$ cat config.mk
export PLATFORM = sky130hd
export DESIGN_NAME = decoder_stream_flat
export DESIGN_NICKNAME = d
export VERILOG_FILES = /design/src/rtl/decoder_pkg.sv /design/src/rtl/decoder_stream_if.sv /design/src/rtl/decoder_core.sv /design/src/rtl/decoder_stream.sv /design/src/flat_wrapper.sv
export SDC_FILE = /design/constraint.sdc
export NUM_CORES = 1
export LEC_CHECK = 0
export BUFFER_PORTS_ARGS = -buffer_cell sky130_fd_sc_hd__clkbuf_2
export CAP_MARGIN = 10
export CORE_MARGIN = 1.5
export CORE_UTILIZATION = 50
export CTS_CLUSTER_DIAMETER = 40
export CTS_CLUSTER_SIZE = 14
export DETAILED_ROUTE_END_ITERATION = 8
export PLACE_DENSITY_LB_ADDON = 0.2
export SLEW_MARGIN = 25
export SYNTH_ARGS = -nofsm -noshare
export SYNTH_HDL_FRONTEND = slang
export SYNTH_SLANG_ARGS = --single-unit
$ cat constraint.sdc
create_clock -name clk -period 1.4 [get_ports clk]
set_input_delay 0.14 -clock clk [delete_from_list [all_inputs] [get_ports clk]]
set_output_delay 0.14 -clock clk [all_outputs]
set_load 0.02 [all_outputs]
$ cat src/rtl/decoder_pkg.sv
`default_nettype none
// +------------------------------------------------------------------+
// | Module   : decoder_pkg                                           |
// | Purpose  : Shared constants, types and helper function for the   |
// |            streaming binary-to-one-hot decoder.                  |
// | Contents : DEF_IN_W / DEF_OUT_W / DEF_CNT_W default widths,      |
// |            onehot_t word type, occ_e buffer occupancy states,    |
// |            onehot_of() reference decode for default widths.      |
// | Revision : 1.0  initial release                                  |
// +------------------------------------------------------------------+
package decoder_pkg;

  localparam int DEF_IN_W  = 3;
  localparam int DEF_OUT_W = 8;
  localparam int DEF_CNT_W = 16;

  typedef logic [DEF_OUT_W-1:0] onehot_t;

  // Output buffer occupancy; the encoding doubles as the word count.
  typedef enum logic [1:0] {
    OCC_EMPTY = 2'd0,
    OCC_ONE   = 2'd1,
    OCC_FULL  = 2'd2
  } occ_e;

  // Decode a default-width code; a cleared enable yields an all-zero word.
  function automatic onehot_t onehot_of(input logic [DEF_IN_W-1:0] code,
                                        input logic                en);
    onehot_t word;
    word = '0;
    if (en) word[code] = 1'b1;
    return word;
  endfunction

endpackage
`default_nettype wire

$ cat src/rtl/decoder_stream_if.sv
`default_nettype none
// +------------------------------------------------------------------+
// | Module   : decoder_stream_if                                     |
// | Purpose  : Input and output valid/ready streams of the decoder.  |
// | Ports    : in_valid/in_ready/in_code/in_en   code stream         |
// |            out_valid/out_ready/out_onehot    one-hot stream      |
// |            master modport : producer + consumer side             |
// |            slave modport  : decoder side                         |
// | Revision : 1.0  initial release                                  |
// +------------------------------------------------------------------+
interface decoder_stream_if
  import decoder_pkg::*;
#(
  parameter int IN_W  = DEF_IN_W,
  parameter int OUT_W = DEF_OUT_W
) ();

  logic             in_valid;
  logic             in_ready;
  logic [IN_W-1:0]  in_code;
  logic             in_en;
  logic             out_valid;
  logic             out_ready;
  logic [OUT_W-1:0] out_onehot;

  modport master (
    output in_valid, in_code, in_en, out_ready,
    input  in_ready, out_valid, out_onehot
  );

  modport slave (
    input  in_valid, in_code, in_en, out_ready,
    output in_ready, out_valid, out_onehot
  );

endinterface
`default_nettype wire

$ cat src/rtl/decoder_core.sv
`default_nettype none
// +------------------------------------------------------------------+
// | Module   : decoder_core                                          |
// | Purpose  : Purely combinational binary code -> one-hot decode.   |
// | Ports    : code   [IN_W]   binary code                           |
// |            en     [1]      decode enable (0 -> all-zero word)    |
// |            onehot [OUT_W]  decoded word                          |
// | Revision : 1.0  initial release                                  |
// +------------------------------------------------------------------+
module decoder_core
  import decoder_pkg::*;
#(
  parameter int IN_W  = DEF_IN_W,
  parameter int OUT_W = DEF_OUT_W
) (
  input  logic [IN_W-1:0]  code,
  input  logic             en,
  output logic [OUT_W-1:0] onehot
);

  // OUT_W == 2**IN_W is enforced by the instantiating block, so every
  // code value indexes a real bit.
  always_comb begin
    onehot = '0;
    if (en) onehot[code] = 1'b1;
  end

endmodule
`default_nettype wire

$ cat src/rtl/decoder_stream.sv
`default_nettype none
// +------------------------------------------------------------------+
// | Module   : decoder_stream                                        |
// | Purpose  : Streaming 3-to-8 decoder with a 2-entry output buffer |
// |            and a wrapping count of delivered words.              |
// | Ports    : clk       clock, rising edge                          |
// |            rst_n     asynchronous active-low reset               |
// |            strm      decoder_stream_if.slave (code in, word out) |
// |            xfer_cnt  [CNT_W] output handshakes, wrapping         |
// | Revision : 1.0  initial release                                  |
// +------------------------------------------------------------------+
module decoder_stream
  import decoder_pkg::*;
#(
  parameter int IN_W  = DEF_IN_W,
  parameter int OUT_W = DEF_OUT_W,
  parameter int CNT_W = DEF_CNT_W
) (
  input  logic                clk,
  input  logic                rst_n,
  decoder_stream_if.slave     strm,
  output logic [CNT_W-1:0]    xfer_cnt
);

  generate
    if (OUT_W != (1 << IN_W)) begin : g_bad_width
      $error("decoder_stream: OUT_W must equal 2**IN_W");
    end
  endgenerate

  occ_e             occ_q;
  occ_e             occ_d;
  logic [OUT_W-1:0] word;
  logic [OUT_W-1:0] slot0;
  logic [OUT_W-1:0] slot1;
  logic             push;
  logic             pop;

  // Decode happens at the capture point so the buffer stores final words.
  decoder_core #(
    .IN_W  (IN_W),
    .OUT_W (OUT_W)
  ) u_core (
    .code   (strm.in_code),
    .en     (strm.in_en),
    .onehot (word)
  );

  // in_ready depends on registered occupancy only, so there is no
  // combinational path from out_ready back to the producer.
  assign strm.in_ready   = (occ_q != OCC_FULL);
  assign strm.out_valid  = (occ_q != OCC_EMPTY);
  assign strm.out_onehot = strm.out_valid ? slot0 : '0;

  assign push = strm.in_valid  & strm.in_ready;
  assign pop  = strm.out_valid & strm.out_ready;

  always_ff @(posedge clk or negedge rst_n) begin
    if (!rst_n) occ_q <= OCC_EMPTY;
    else        occ_q <= occ_d;
  end

  always_comb begin
    occ_d = occ_q;
    case (occ_q)
      OCC_EMPTY: if (push) occ_d = OCC_ONE;
      OCC_ONE: begin
        if (push && !pop)      occ_d = OCC_FULL;
        else if (!push && pop) occ_d = OCC_EMPTY;
      end
      OCC_FULL:  if (pop) occ_d = OCC_ONE;
      default:   occ_d = OCC_EMPTY;
    endcase
  end

  // Slot data; vacated slots are cleared so no stale word can resurface.
  always_ff @(posedge clk or negedge rst_n) begin
    if (!rst_n) begin
      slot0 <= '0;
      slot1 <= '0;
    end else begin
      case (occ_q)
        OCC_EMPTY: if (push) slot0 <= word;
        OCC_ONE: begin
          // Push+pop replaces the head in place: full rate, no bubble.
          if (push && pop) slot0 <= word;
          else if (push)   slot1 <= word;
          else if (pop)    slot0 <= '0;
        end
        OCC_FULL: begin
          if (pop) begin
            slot0 <= slot1;
            slot1 <= '0;
          end
        end
        default: begin
          slot0 <= '0;
          slot1 <= '0;
        end
      endcase
    end
  end

  always_ff @(posedge clk or negedge rst_n) begin
    if (!rst_n)   xfer_cnt <= '0;
    else if (pop) xfer_cnt <= xfer_cnt + CNT_W'(1);
  end

endmodule
`default_nettype wire

$ cat src/flat_wrapper.sv
// flat-port wrapper written by rule: the top's interface ports become plain ports
module decoder_stream_flat import decoder_pkg::*;
#(
  parameter int IN_W  = DEF_IN_W,
  parameter int OUT_W = DEF_OUT_W,
  parameter int CNT_W = DEF_CNT_W
)
  (clk, rst_n, xfer_cnt, strm_in_valid, strm_in_code, strm_in_en, strm_out_ready, strm_in_ready, strm_out_valid, strm_out_onehot);
  decoder_stream_if #(.IN_W(IN_W), .OUT_W(OUT_W)) strm_i ();
  input  logic clk;
  input  logic rst_n;
  output logic [CNT_W-1:0] xfer_cnt;
  input wire logic [$bits(strm_i.in_valid)-1:0] strm_in_valid;
  input wire logic [$bits(strm_i.in_code)-1:0] strm_in_code;
  input wire logic [$bits(strm_i.in_en)-1:0] strm_in_en;
  input wire logic [$bits(strm_i.out_ready)-1:0] strm_out_ready;
  output wire logic [$bits(strm_i.in_ready)-1:0] strm_in_ready;
  output wire logic [$bits(strm_i.out_valid)-1:0] strm_out_valid;
  output wire logic [$bits(strm_i.out_onehot)-1:0] strm_out_onehot;
  assign strm_i.in_valid = strm_in_valid;
  assign strm_i.in_code = strm_in_code;
  assign strm_i.in_en = strm_in_en;
  assign strm_i.out_ready = strm_out_ready;
  assign strm_in_ready = strm_i.in_ready;
  assign strm_out_valid = strm_i.out_valid;
  assign strm_out_onehot = strm_i.out_onehot;
  decoder_stream #(.IN_W(IN_W), .OUT_W(OUT_W), .CNT_W(CNT_W)) u_core (.clk(clk), .rst_n(rst_n), .strm(strm_i), .xfer_cnt(xfer_cnt));
endmodule
==> results by group, run 1 <==
Status
  • Status: finished, violations left
  • Failing checks: setup timing

Route
  • WL/cell: 15.27 um
  • Final WL: 4.718 mm
  • DR DRC count: 0
  • DRT antenna net count: 0
  • Vias per inst: 5.621
  • DRT Pass-1 Iters: 4
  • DR iter-0 viols: 99
  • Via count: 1737

Global route
  • Largest net degree at the start of global routing: 19
  • First-pass GRT wire length: 7.686 mm
  • Total gr overflow: 0
  • Initial antenna violation count: 0
  • GRT Total Usage: 23.76%
  • Number of global-route vias before repair: 1572

Worst setup path
  • Worst Setup End Kind: output pin
  • Worst Path Max Fanout: 10
  • Setup slack, reg-to-reg: -0.01 ns
  • Crit-path cells: nor2_4 -> inv_4 -> and2_1 -> buf_2
  • Worst path slowest cell: dfrtp_2
  • Critical path class: reg2out
  • CP required: 1.26 ns
  • Startpoint types: flop
  • CP max stage delay: 0.45 ns
  • WP data arrival: 1.29 ns

Place
  • RePlAce Congestion: 0.9587
  • DP Worst Slack: -0.01450 ns
  • Port buffer count: 33
  • Placed cell count: 294
  • Post-detail-place hpwl: 3.376 mm

Min path
  • Type of the worst min-delay path: in2reg

Synthesis
  • Synthesized flop and latch total: 34
  • Synth Cell Area: 1939 um2
  • Cell count after synthesis: 204
  • Top FF cell, synth: dfrtp_1
  • Yosys warns: 0
  • Syn Area/Cell: 9.507 um2
  • Asr flop ratio synth: 100.0%
  • Distinct cells, synth: 46
  • Number of synthesized flops with an enable pin: 0
  • Post-Syn Nets: 213
  • Register area share after synthesis: 43.87%

Clock tree
  • CTS tree: done
  • Worst-path clk slew: 0.07 ns
  • Root Buffer Master: clkbuf_8
  • Sink Count: 34
  • Clock latency on the worst-skew pair: 0.29 ns
  • Num CTS Buffers: 5
  • Level count of the clock H-tree: 2
  • Max Root-Sink Buffers: 2

STA
  • Hold_ws: 0.2694 ns
  • Worst slew pin tran: 0.4764 ns
  • Period utilization: 102.3%
  • Post-layout min period: 1.432 ns
  • Final slew viol count: 0
  • Post-route clock skew: 0.003038 ns
  • Finish-stage setup viols: 10
  • Highest Clock Rate: 0.6981 GHz
  • Unrepaired setup endpoints after global routing: yes
  • Final Hold Viols: 0
  • Final worst-path setup slack: -0.03236 ns
  • Relative slew slack: 68.24%

Finish
  • Area Overhead vs Synth: 30.32%
  • FF+latch area: 852.1 um2
  • Fin cells: 309
  • Most frequent cells in the layout: dfrtp_1 (33), clkbuf_2 (29), buf_4 (25)
  • Fillcell total: 305
  • Layout cell share with drive strength beyond 1: 35.25%
  • N_diodes: 0
  • Multi-input logic area: 1074 um2
  • Post-layout nets: 269
  • Commonest non-fill, non-tap cell in the layout: dfrtp_1

Die
  • Die height: 65.28 um
  • I/O pins: 34
  • Core outline area: 3689 um2
  • Chip Width: 65.28 um
  • Initial core utilization: 52.58%
  • Row count: 22
  • Full die area: 4261 um2

Power
  • Leak: 1.213 nW
  • Pwr dens: 1268 nW/um2
  • Peak VDD IR: 0.9237 mV

Flow run
  • Max-cap violation count: 0
[synthesized netlist by cell type (2+ instances only)]
| master | instances | area share (%) |
|---|---|---|
| nand3_1 | 6 | 1.5 |
| o41ai_2 | 3 | 2.5 |
| nor3b_1 | 2 | 0.77 |
| xor2_1 | 4 | 1.8 |
| mux2i_1 | 2 | 1.0 |
| nor2b_1 | 9 | 2.9 |
| o22ai_1 | 3 | 0.97 |
| and2_1 | 11 | 3.5 |
| nand2_1 | 25 | 4.8 |
| o21ai_0 | 5 | 1.3 |
| a21oi_1 | 10 | 2.6 |
| o31ai_1 | 5 | 1.9 |
| dfrtp_1 | 34 | 44 |
| o211a_1 | 2 | 1.0 |
| a21o_1 | 4 | 1.5 |
| buf_4 | 3 | 1.2 |
| a31oi_1 | 6 | 1.9 |
| nand4_1 | 5 | 1.6 |
| o211ai_1 | 2 | 0.77 |
| and3_1 | 2 | 0.65 |
| nor2_2 | 2 | 0.65 |
| buf_2 | 10 | 2.6 |
| and2b_1 | 3 | 1.2 |
| inv_1 | 2 | 0.39 |
| inv_2 | 2 | 0.39 |
| and4_1 | 2 | 0.90 |
| nor2_1 | 11 | 2.1 |
| xnor2_1 | 11 | 5.0 |
[flip-flops by register name, summed over array words and instances, names as in the netlist]
register and cells:
u_core.slot1 8, u_core.xfer_cnt 16, u_core.occ_q 2, u_core.slot0 8
[critical path: cells and delay by family (launching register included)]
kind          cells  cell delay [ns]
flops             1             0.45
simple gates      2             0.31
buf+inv           2             0.23
[kinds of logic (layout without fill, tap and decap cells)]
family          after synthesis  in the layout  synth area share (%)
compound gates               51             51                 19.87
xor+xnor                     15             15                 6.774
fa+ha+maj                     1              1                0.6451
buf+inv                      18             75                 4.710
flops                        34             34                 43.87
mux                           3              3                 1.613
simple gates                 82             82                 22.52
[stage by stage]
stage	power, mW	area [um2]	TNS [ns]	utilization [%]
3_3_place_gp	2.351	2286	0	61.97
3_5_place_dp	2.368	2286	-0.01832	61.97
5_1_grt	3.388	2527	-1.055	68.52
2_1_floorplan	1.960	1939	0	-
6_report	3.205	2527	-0.1296	68.52
4_1_cts	3.135	2432	-0.3068	65.94
[area by class of cell]
type | count | area share (%)
Clock buffer | 6 | 2.871
Clock inverter | 2 | 0.5446
Inverter | 4 | 0.7921
Multi-Input combinational cell | 152 | 42.48
Sequential cell | 34 | 33.71
Tap cell | 48 | 2.376
Timing Repair Buffer | 63 | 17.23
[routing by layer]
layer | global-route usage, % | up-vias | share of wire (%) | wire [um]
met3 | 4.966 | 7 | 6.2 | 294
met5 | 0 | - | 0 | 0
met2 | 35.59 | 57 | 46 | 2172
met1 | 34.75 | 839 | 46 | 2190
met4 | 7.031 | 0 | 1.3 | 61
li1 | - | 834 | - | -
[where the power goes]
group	switching [mW]	internal, mW	leakage [nW]
clock	0.371	0.351	0.0452
combinational	0.677	0.515	0.716
sequential	0.154	1.14	0.452
total	1.20	2.00	1.21
[worst paths after layout]
kind                            cells past startpoint                   to           startpoint
worst min register to register                      1  u_core.xfer_cnt[15]  u_core.xfer_cnt[15]
worst max register to register                      5      u_core.slot0[3]      u_core.occ_q[1]
worst min-delay path                                3      u_core.slot1[5]      strm_in_code[1]
worst max-delay path                                4   strm_out_onehot[1]      u_core.occ_q[1]
min in group asynchronous                           2      u_core.slot1[7]                rst_n
max in group asynchronous                           3      u_core.occ_q[1]                rst_n
[repair_timing]
item | in CTS | in global routing
pin swaps | 1 | 9
hold buffers | 1 | 0
resized for setup | 7 | 19
endpoints found under the setup margin | 12 | 26
setup buffers | 3 | 3
endpoints found under the hold margin | 16 | 0
(Power assumes the default switching activity.)
==> run 2, diff against run 1 <==
--- a/config.mk
+++ b/config.mk
@@ -13,6 +13,7 @@
 export CTS_CLUSTER_SIZE = 14
 export DETAILED_ROUTE_END_ITERATION = 8
 export PLACE_DENSITY_LB_ADDON = 0.2
+export SKIP_LAST_GASP = 1
 export SLEW_MARGIN = 25
 export SYNTH_ARGS = -nofsm -noshare
 export SYNTH_HDL_FRONTEND = slang
==> run 2 against run 1 <==
The flow still finishes with violations (setup timing). Critical path depth up 1. Die area unchanged. Utilization up 0.17 points. Via count down 0.29%. Clock skew about the same. Highest routed layer unchanged.
==> results by group, run 2 (same netlist as run 1, synthesis figures left out) <==
Die
  • Row count: 22 (unchanged)
  • I/O pins: 34 (unchanged)
  • Full die area: 4261 um2 (unchanged)
  • Die height: 65.28 um (unchanged)
  • Chip Width: 65.28 um (unchanged)
  • Core outline area: 3689 um2 (unchanged)
  • Initial core utilization: 52.58% (unchanged)

Route
  • Via count: 1732 (-0.29%)
  • WL/cell: 15.20 um (-0.45%)
  • Vias per inst: 5.605 (-0.29%)
  • Final WL: 4.697 mm (-0.45%)
  • DR iter-0 viols: 101 (+2.0%)
  • DRT Pass-1 Iters: 4 (unchanged)
  • DRT antenna net count: 0 (unchanged)
  • DR DRC count: 0 (unchanged)

Clock tree
  • Level count of the clock H-tree: 2 (unchanged)
  • Max Root-Sink Buffers: 2 (unchanged)
  • Num CTS Buffers: 5 (unchanged)
  • Clock latency on the worst-skew pair: 0.29 ns (about the same)
  • CTS tree: done
  • Root Buffer Master: clkbuf_8
  • Sink Count: 34 (unchanged)
  • Worst-path clk slew: 0.07 ns (about the same)

Worst setup path
  • Critical path buffer and inverter count: 1 (-1)
  • Worst Path Max Fanout: 9 (-1)
  • CP required: 1.63 ns (+0.37 ns)
  • CP max stage delay: 0.45 ns (about the same)
  • WP data arrival: 1.66 ns (+0.37 ns)
  • Crit-path cells: buf_4 -> nor3b_4 -> nand4_1 -> a31oi_1 -> a21o_1
  • Setup slack, reg-to-reg: -0.03 ns (-0.02 ns)
  • Startpoint types: flop
  • Worst path slowest cell: dfrtp_2
  • Critical path class: reg2reg
  • Worst Setup End Kind: flop
  • Largest delay share family, worst path: flip-flops

Place
  • Placed cell count: 294 (unchanged)
  • Port buffer count: 33 (unchanged)
  • Post-detail-place hpwl: 3.376 mm (unchanged)
  • RePlAce Congestion: 0.9587 (unchanged)

Global route
  • GRT Total Usage: 23.69% (-0.074 points)
  • Initial antenna violation count: 0 (unchanged)
  • Largest net degree at the start of global routing: 19 (unchanged)
  • First-pass GRT wire length: 7.679 mm (about the same)
  • Total gr overflow: 0 (unchanged)
  • Number of global-route vias before repair: 1575 (+0.19%)

Power
  • Overall Power: 3.221 mW (+0.49%)
  • Pwr dens: 1271 nW/um2 (+0.25%)
  • Switching share of power: 37.51% (about the same)
  • Clock power share: 22.4% (about the same)
  • Net Switching: 1.208 mW (+0.52%)
  • Leak: 1.202 nW (-0.92%)
  • Peak VDD IR: 0.9298 mV (+0.66%)
  • Internal cell power: 2.013 mW (+0.48%)
  • Comb pwr share: 37.5% (+0.3 points)
  • Sequential fraction of design power: 40.1% (-0.2 points)

Finish
  • Area Overhead vs Synth: 30.65%
  • Register bank with the most flops: u_core.xfer_cnt
  • Max reg flops: 16 (unchanged)
  • Biggest regs: u_core.xfer_cnt: 16 flops, u_core.slot0: 8 flops, u_core.slot1: 8 flops
  • Fin util: 68.69% (+0.17 points)
  • Layout cell share with drive strength beyond 1: 36.02% (+0.77 points)
  • Most frequent cells in the layout: dfrtp_1 (33), clkbuf_2 (29), buf_4 (25)
  • Commonest non-fill, non-tap cell in the layout: dfrtp_1
  • Fin cells: 309 (unchanged)
  • N_diodes: 0 (unchanged)
  • Post-layout nets: 269 (unchanged)

STA
  • Unrepaired setup endpoints after global routing: yes
  • Finish-stage setup viols: 10 (unchanged)
  • Relative slew slack: 68.09% (-0.15 points)
  • Highest Clock Rate: 0.6979 GHz (about the same)
  • Final Hold Viols: 0 (unchanged)
  • Final worst-path setup slack: -0.03280 ns (-0.0004393 ns)
  • Worst slew pin tran: 0.4787 ns (+0.002262 ns)
  • Post-layout min period: 1.433 ns (+0.0004393 ns)
  • Total negative slack: -0.1589 ns (-0.02934 ns)
  • Final slew viol count: 0 (unchanged)
  • Post-route clock skew: 0.002580 ns (-0.0004577 ns)
  • Period utilization: 102.3% (about the same)

Min path
  • Type of the worst min-delay path: in2reg

Flow run
  • Max-cap violation count: 0 (unchanged)

Status
  • Status: finished, violations left
  • Failing checks: setup timing
run 2: what timing repair did:
item / CTS / global route
hold buffers: 1 / 0
resized for setup: 5 / 23
pin swaps: 1 / 10
endpoints found under the hold margin: 16 / 0
setup buffers: 3 / 3
endpoints found under the setup margin: 12 / 22
run 2: layout make-up:
class	count	area, um2
clock buffers	6	72.57
clock inverters	2	13.76
fillers	299	1155
inverters	4	20.02
multi-input cells	152	1080
flip-flops and latches	34	852.1
well taps	48	60.06
repair buffers	63	435.4
run 2: power by group through the flow:
stage                     registers (mW)  clock network (mW)  logic [mW]
after floorplan                     1.39                   0       0.573
after global placement              1.29                   0        1.06
after detailed placement            1.30                   0        1.07
after CTS                           1.28               0.736        1.11
after global routing                1.32               0.770        1.31
final                               1.29               0.720        1.21
run 2: metal layers:
metal  up-vias  global-route usage, %  part of all wire, %  wire length [um]
met2        75                  35.46                   45              2098
met3         7                  4.966                  7.1               334
met1       816                  34.64                   47              2198
li1        834                      -                    -                 -
met5         -                      0                    0                 0
met4         0                  7.031                  1.4                66
run 2: worst paths after layout:
check	startpoint	end	cells after the start
setup reg to reg	u_core.occ_q[1]	u_core.slot0[3]	5
min in group asynchronous	rst_n	u_core.slot0[6]	2
max in group asynchronous	rst_n	u_core.occ_q[1]	3
hold / removal	strm_in_code[1]	u_core.slot1[5]	3
setup / recovery	u_core.occ_q[1]	u_core.slot0[3]	5
hold reg to reg	u_core.xfer_cnt[15]	u_core.xfer_cnt[15]	1
run 2: tightest hold or removal path: stages:
cell      delay (ns)
clkbuf_2        0.13
buf_4           0.17
o41ai_2         0.08
run 2: metrics by stage:
step           hold slack [ns]  cell area [um2]  setup slack (ns)
2_1_floorplan          -0.1556             1939           0.01145
5_1_grt                 0.2833             2534          -0.08595
3_3_place_gp            0.1114             2286           0.03903
3_5_place_dp            0.1129             2286          -0.01450
6_report                0.2710             2534          -0.03280
4_1_cts                 0.2549             2425          -0.07875
==> run 3, diff against run 2 <==
--- a/config.mk
+++ b/config.mk
@@ -17,4 +17,5 @@
 export SLEW_MARGIN = 25
 export SYNTH_ARGS = -nofsm -noshare
 export SYNTH_HDL_FRONTEND = slang
+export SYNTH_HIERARCHICAL = 1
 export SYNTH_SLANG_ARGS = --single-unit
==> run 3 against run 2 <==
Synthesized cell count down 12%. First-iteration DRC count is 0.99% lower. Area after synthesis is 2.9% lower. Count of clock-buffer cells in the layout down 1. Design area increased by 8.6%. Highest routed layer unchanged. Clock power is 54% higher. Wire length up 5.5%. The run still ends with setup timing left. Sequential cell count is the same. Critical endpoint is now u_core/slot0[4]. Global-route usage decreased by 1.2 points. Die area down 2.8%. Non-clock buffer count rose by 6. Critical path depth grew 2. Largest cell class unchanged.
==> results by group, run 3 <==
Status
  • Status: finished, violations left
  • Failing checks: setup timing

Finish
  • N_diodes: 0 (unchanged)
  • Fin util: 75.76% (+7.1 points)
  • Fin cells: 298 (-3.6%)
  • Area Overhead vs Synth: 46.18%
  • FF+latch area: 857.1 um2 (+0.59%)
  • Fillcell total: 230 (-23%)
  • Register bank with the most flops: u_core/xfer_cnt
  • Post-route design area: 2753 um2 (+8.6%)
  • Multi-input logic area: 1159 um2 (+7.3%)
  • Max reg flops: 16 (unchanged)
  • Layout cell share with drive strength beyond 1: 49.20% (+13 points)
  • Biggest regs: u_core/xfer_cnt: 16 flops, u_core/slot0: 8 flops, u_core/slot1: 8 flops
  • Post-layout nets: 261 (-3.0%)
  • Most frequent cells in the layout: clkbuf_2 (29), nand2_1 (29), dfrtp_1 (29)

Synthesis
  • Synth Cell Area: 1883 um2 (-2.9%)
  • Top FF cell, synth: dfrtp_1
  • Post-synth top area share: 45.18% (+1.3 points)
  • Dominant cell type by area after synthesis: dfrtp_1
  • Synthesized flop and latch total: 34 (unchanged)
  • Cell count after synthesis: 179 (-12%)
  • Dominant cells by area after synthesis: dfrtp_1 (45%), xnor2_1 (6.5%), nand2_1 (6.2%)
  • Yosys warns: 6 (+6)
  • Register area share after synthesis: 45.18% (+1.3 points)
  • Post-Syn Nets: 191 (-10%)
  • Distinct cells, synth: 40 (-13%)
  • Synth top cells by count: dfrtp_1 (34), nand2_1 (31), o21ai_0 (17)
  • Asr flop ratio synth: 100.0% (unchanged)
  • Number of synthesized flops with an enable pin: 0 (unchanged)
  • Syn Area/Cell: 10.52 um2 (+11%)
  • Most common cell in the synthesized netlist: dfrtp_1

Worst setup path
  • WP data arrival: 2.10 ns (+0.44 ns)
  • Reg-to-Reg Start: u_core/occ_q[0]
  • Worst Setup End Kind: flop
  • Worst Path Max Fanout: 3 (-6)
  • Setup slack, reg-to-reg: -0.52 ns (-0.48 ns)
  • Reg2reg end: u_core/slot0[4]
  • Critical path origin: u_core/occ_q[0]
  • Worst reg2reg path depth: 7 (+2)
  • Critical path class: reg2reg
  • CP required: 1.59 ns (-0.04 ns)
  • Startpoint types: flop

Global route
  • GRT Total Usage: 22.51% (-1.2 points)
  • Total gr overflow: 0 (unchanged)
  • Met1 usage: 27.78% (-6.9 points)
  • Number of global-route vias before repair: 1532 (-2.7%)
  • GRT busiest layer: met2
  • First-pass GRT wire length: 7.134 mm (-7.1%)
  • GR Util met2: 37.89% (+2.4 points)
  • Initial antenna violation count: 0 (unchanged)
  • Largest net degree at the start of global routing: 20 (+1)
  • GR Util met3: 5.458% (+0.49 points)

Clock tree
  • Root Buffer Master: clkbuf_8
  • Sink Count: 34 (unchanged)
  • CTS tree: done
  • Clock latency on the worst-skew pair: 0.29 ns (about the same)
  • Worst-path clk slew: 0.08 ns (about the same)
  • Num CTS Buffers: 5 (unchanged)
  • Level count of the clock H-tree: 2 (unchanged)
  • Max Root-Sink Buffers: 2 (unchanged)

Place
  • Placed cell count: 276 (-6.1%)
  • Post-detail-place hpwl: 3.062 mm (-9.3%)
  • Port buffer count: 33 (unchanged)
  • RePlAce Congestion: 0.8555 (-11%)
  • DP Area: 2268 um2 (-0.77%)

Die
  • Die height: 64.37 um (-1.4%)
  • Full die area: 4144 um2 (-2.8%)
  • Core outline area: 3633 um2 (-1.5%)
  • Initial core utilization: 51.83% (-0.75 points)
  • I/O pins: 34 (unchanged)
  • Row count: 22 (unchanged)
  • Chip Width: 64.37 um (-1.4%)

Power
  • Overall Power: 4.921 mW (+53%)
  • Internal cell power: 3.085 mW (+53%)
  • Clock power share: 22.5% (about the same)
  • Sequential fraction of design power: 26.5% (-14 points)
  • Leak: 1.252 nW (+4.1%)
  • Switching share of power: 37.32% (-0.20 points)
  • Pwr dens: 1788 nW/um2 (+41%)
  • Net Switching: 1.836 mW (+52%)
  • Peak VDD IR: 1.242 mV (+34%)
  • Comb pwr share: 51.0% (+14 points)

STA
  • Final slew viol count: 0 (unchanged)
  • Unrepaired setup endpoints after global routing: yes
  • Post-route clock skew: 0.006499 ns (+0.003918 ns)
  • Final worst-path setup slack: -0.5173 ns (-0.4845 ns)
  • Worst slew pin tran: 0.4425 ns (-0.03617 ns)
  • Finish-stage setup viols: 36 (+26)
  • Post-layout min period: 1.917 ns (+0.4845 ns)
  • Period utilization: 136.9% (+35 points)
  • Relative slew slack: 70.50% (+2.4 points)
  • Highest Clock Rate: 0.5216 GHz (-25%)
  • Total negative slack: -8.059 ns (-7.900 ns)
  • Final Hold Viols: 0 (unchanged)

Min path
  • Hold_sp: strm_in_code[0]
  • Type of the worst min-delay path: in2reg
  • Hold Crit Depth: 4 (+1)
  • Hold Crit Endpoint: u_core/slot1[0]

Route
  • WL/cell: 16.62 um (+9.4%)
  • DRT antenna net count: 0 (unchanged)
  • DR iter-0 viols: 100 (-0.99%)
  • DR DRC count: 0 (unchanged)
  • Vias per inst: 5.500 (-1.9%)
  • DRT Pass-1 Iters: 4 (unchanged)
  • Final WL: 4.954 mm (+5.5%)
  • Via count: 1639 (-5.4%)

Flow run
  • Max-cap violation count: 0 (unchanged)
==> run 3: cell types whose count changed after synthesis, sizes merged, moves of 5 or more <==
| cell | delta |
|---|---|
| buf | -8 |
| mux2i | +7 |
| and2 | -10 |
| o21ai | +13 |
| nand2 | +6 |
| o31ai | -5 |
| a31oi | -6 |
| nor2 | -9 |
| a22o | +6 |
| a21oi | -10 |
==> run 3: how the worst max path moves through the flow <==
stage / to / slack [ns] / cells after the start
after floorplan: u_core/slot0[4] / -0.59 / 8
after global placement: u_core/slot0[4] / -0.46 / 7
after detailed placement: u_core/slot0[4] / -0.54 / 8
after CTS: u_core/slot0[3] / -0.51 / 7
after global routing: u_core/slot0[4] / -0.55 / 7
final: u_core/slot0[4] / -0.52 / 7
==> run 3: kinds of logic (layout without fill, tap and decap cells) <==
logic type / after synthesis / in the layout / synth area share (%)
flip-flops: 34 / 34 / 45.18
buffers and inverters: 12 / 82 / 3.721
AND/OR/NAND/NOR: 72 / 72 / 23.32
XOR/XNOR: 15 / 15 / 6.977
multiplexers: 11 / 11 / 6.179
adder cells (fa/ha/maj): 4 / 4 / 2.658
AO/OA/AOI/OAI: 31 / 32 / 11.96
==> run 3: final cells by class <==
cell class / count / share of cell area (%)
Clock buffer: 5 / 2.500
Inverter: 5 / 0.7727
Timing Repair Buffer: 69 / 18.82
Clock inverter: 3 / 2.500
Tap cell: 48 / 2.182
Sequential cell: 34 / 31.14
Multi-Input combinational cell: 134 / 42.09
==> run 3: power groups by stage <==
stage,Combinational (mW),Clock (mW),Sequential [mW]
floorplan,1.01,0,1.41
global placement,1.68,0,1.28
detailed placement,1.75,0,1.30
CTS,2.13,1.11,1.30
global route,2.66,1.17,1.32
finish,2.51,1.11,1.30
==> run 3: per-stage QoR <==
| step | hold WS [ns] | worst slack [ns] |
|---|---|---|
| 2_1_floorplan | -0.1556 | -0.5946 |
| 3_5_place_dp | 0.09216 | -0.5355 |
| 4_1_cts | 0.2401 | -0.5119 |
| 6_report | 0.2456 | -0.5173 |
| 5_1_grt | 0.2675 | -0.5517 |
| 3_3_place_gp | 0.08916 | -0.4558 |
==> run 3: critical path, cell delays in order, from the launching register on <==
cell and delay [ns]:
dfrtp_1 0.40, or2b_4 0.26, and2_4 0.16, ha_4 0.17, nor2_4 0.09, nor3b_4 0.06, o32ai_4 0.33, mux2_4 0.33
==> run 3: routing by layer <==
layer | vias up | routed length, um
met5 | - | 0
met4 | 0 | 85
met3 | 9 | 220
met2 | 53 | 2629
met1 | 804 | 2017
li1 | 773 | -
==> run 3: what timing repair did <==
item	in CTS	in global routing
setup endpoints to repair	34	39
cloned	1	1
endpoints found under the hold margin	15	0
pin swaps	8	16
buffers inserted	8	6
resized for setup	26	33
hold buffers	1	0
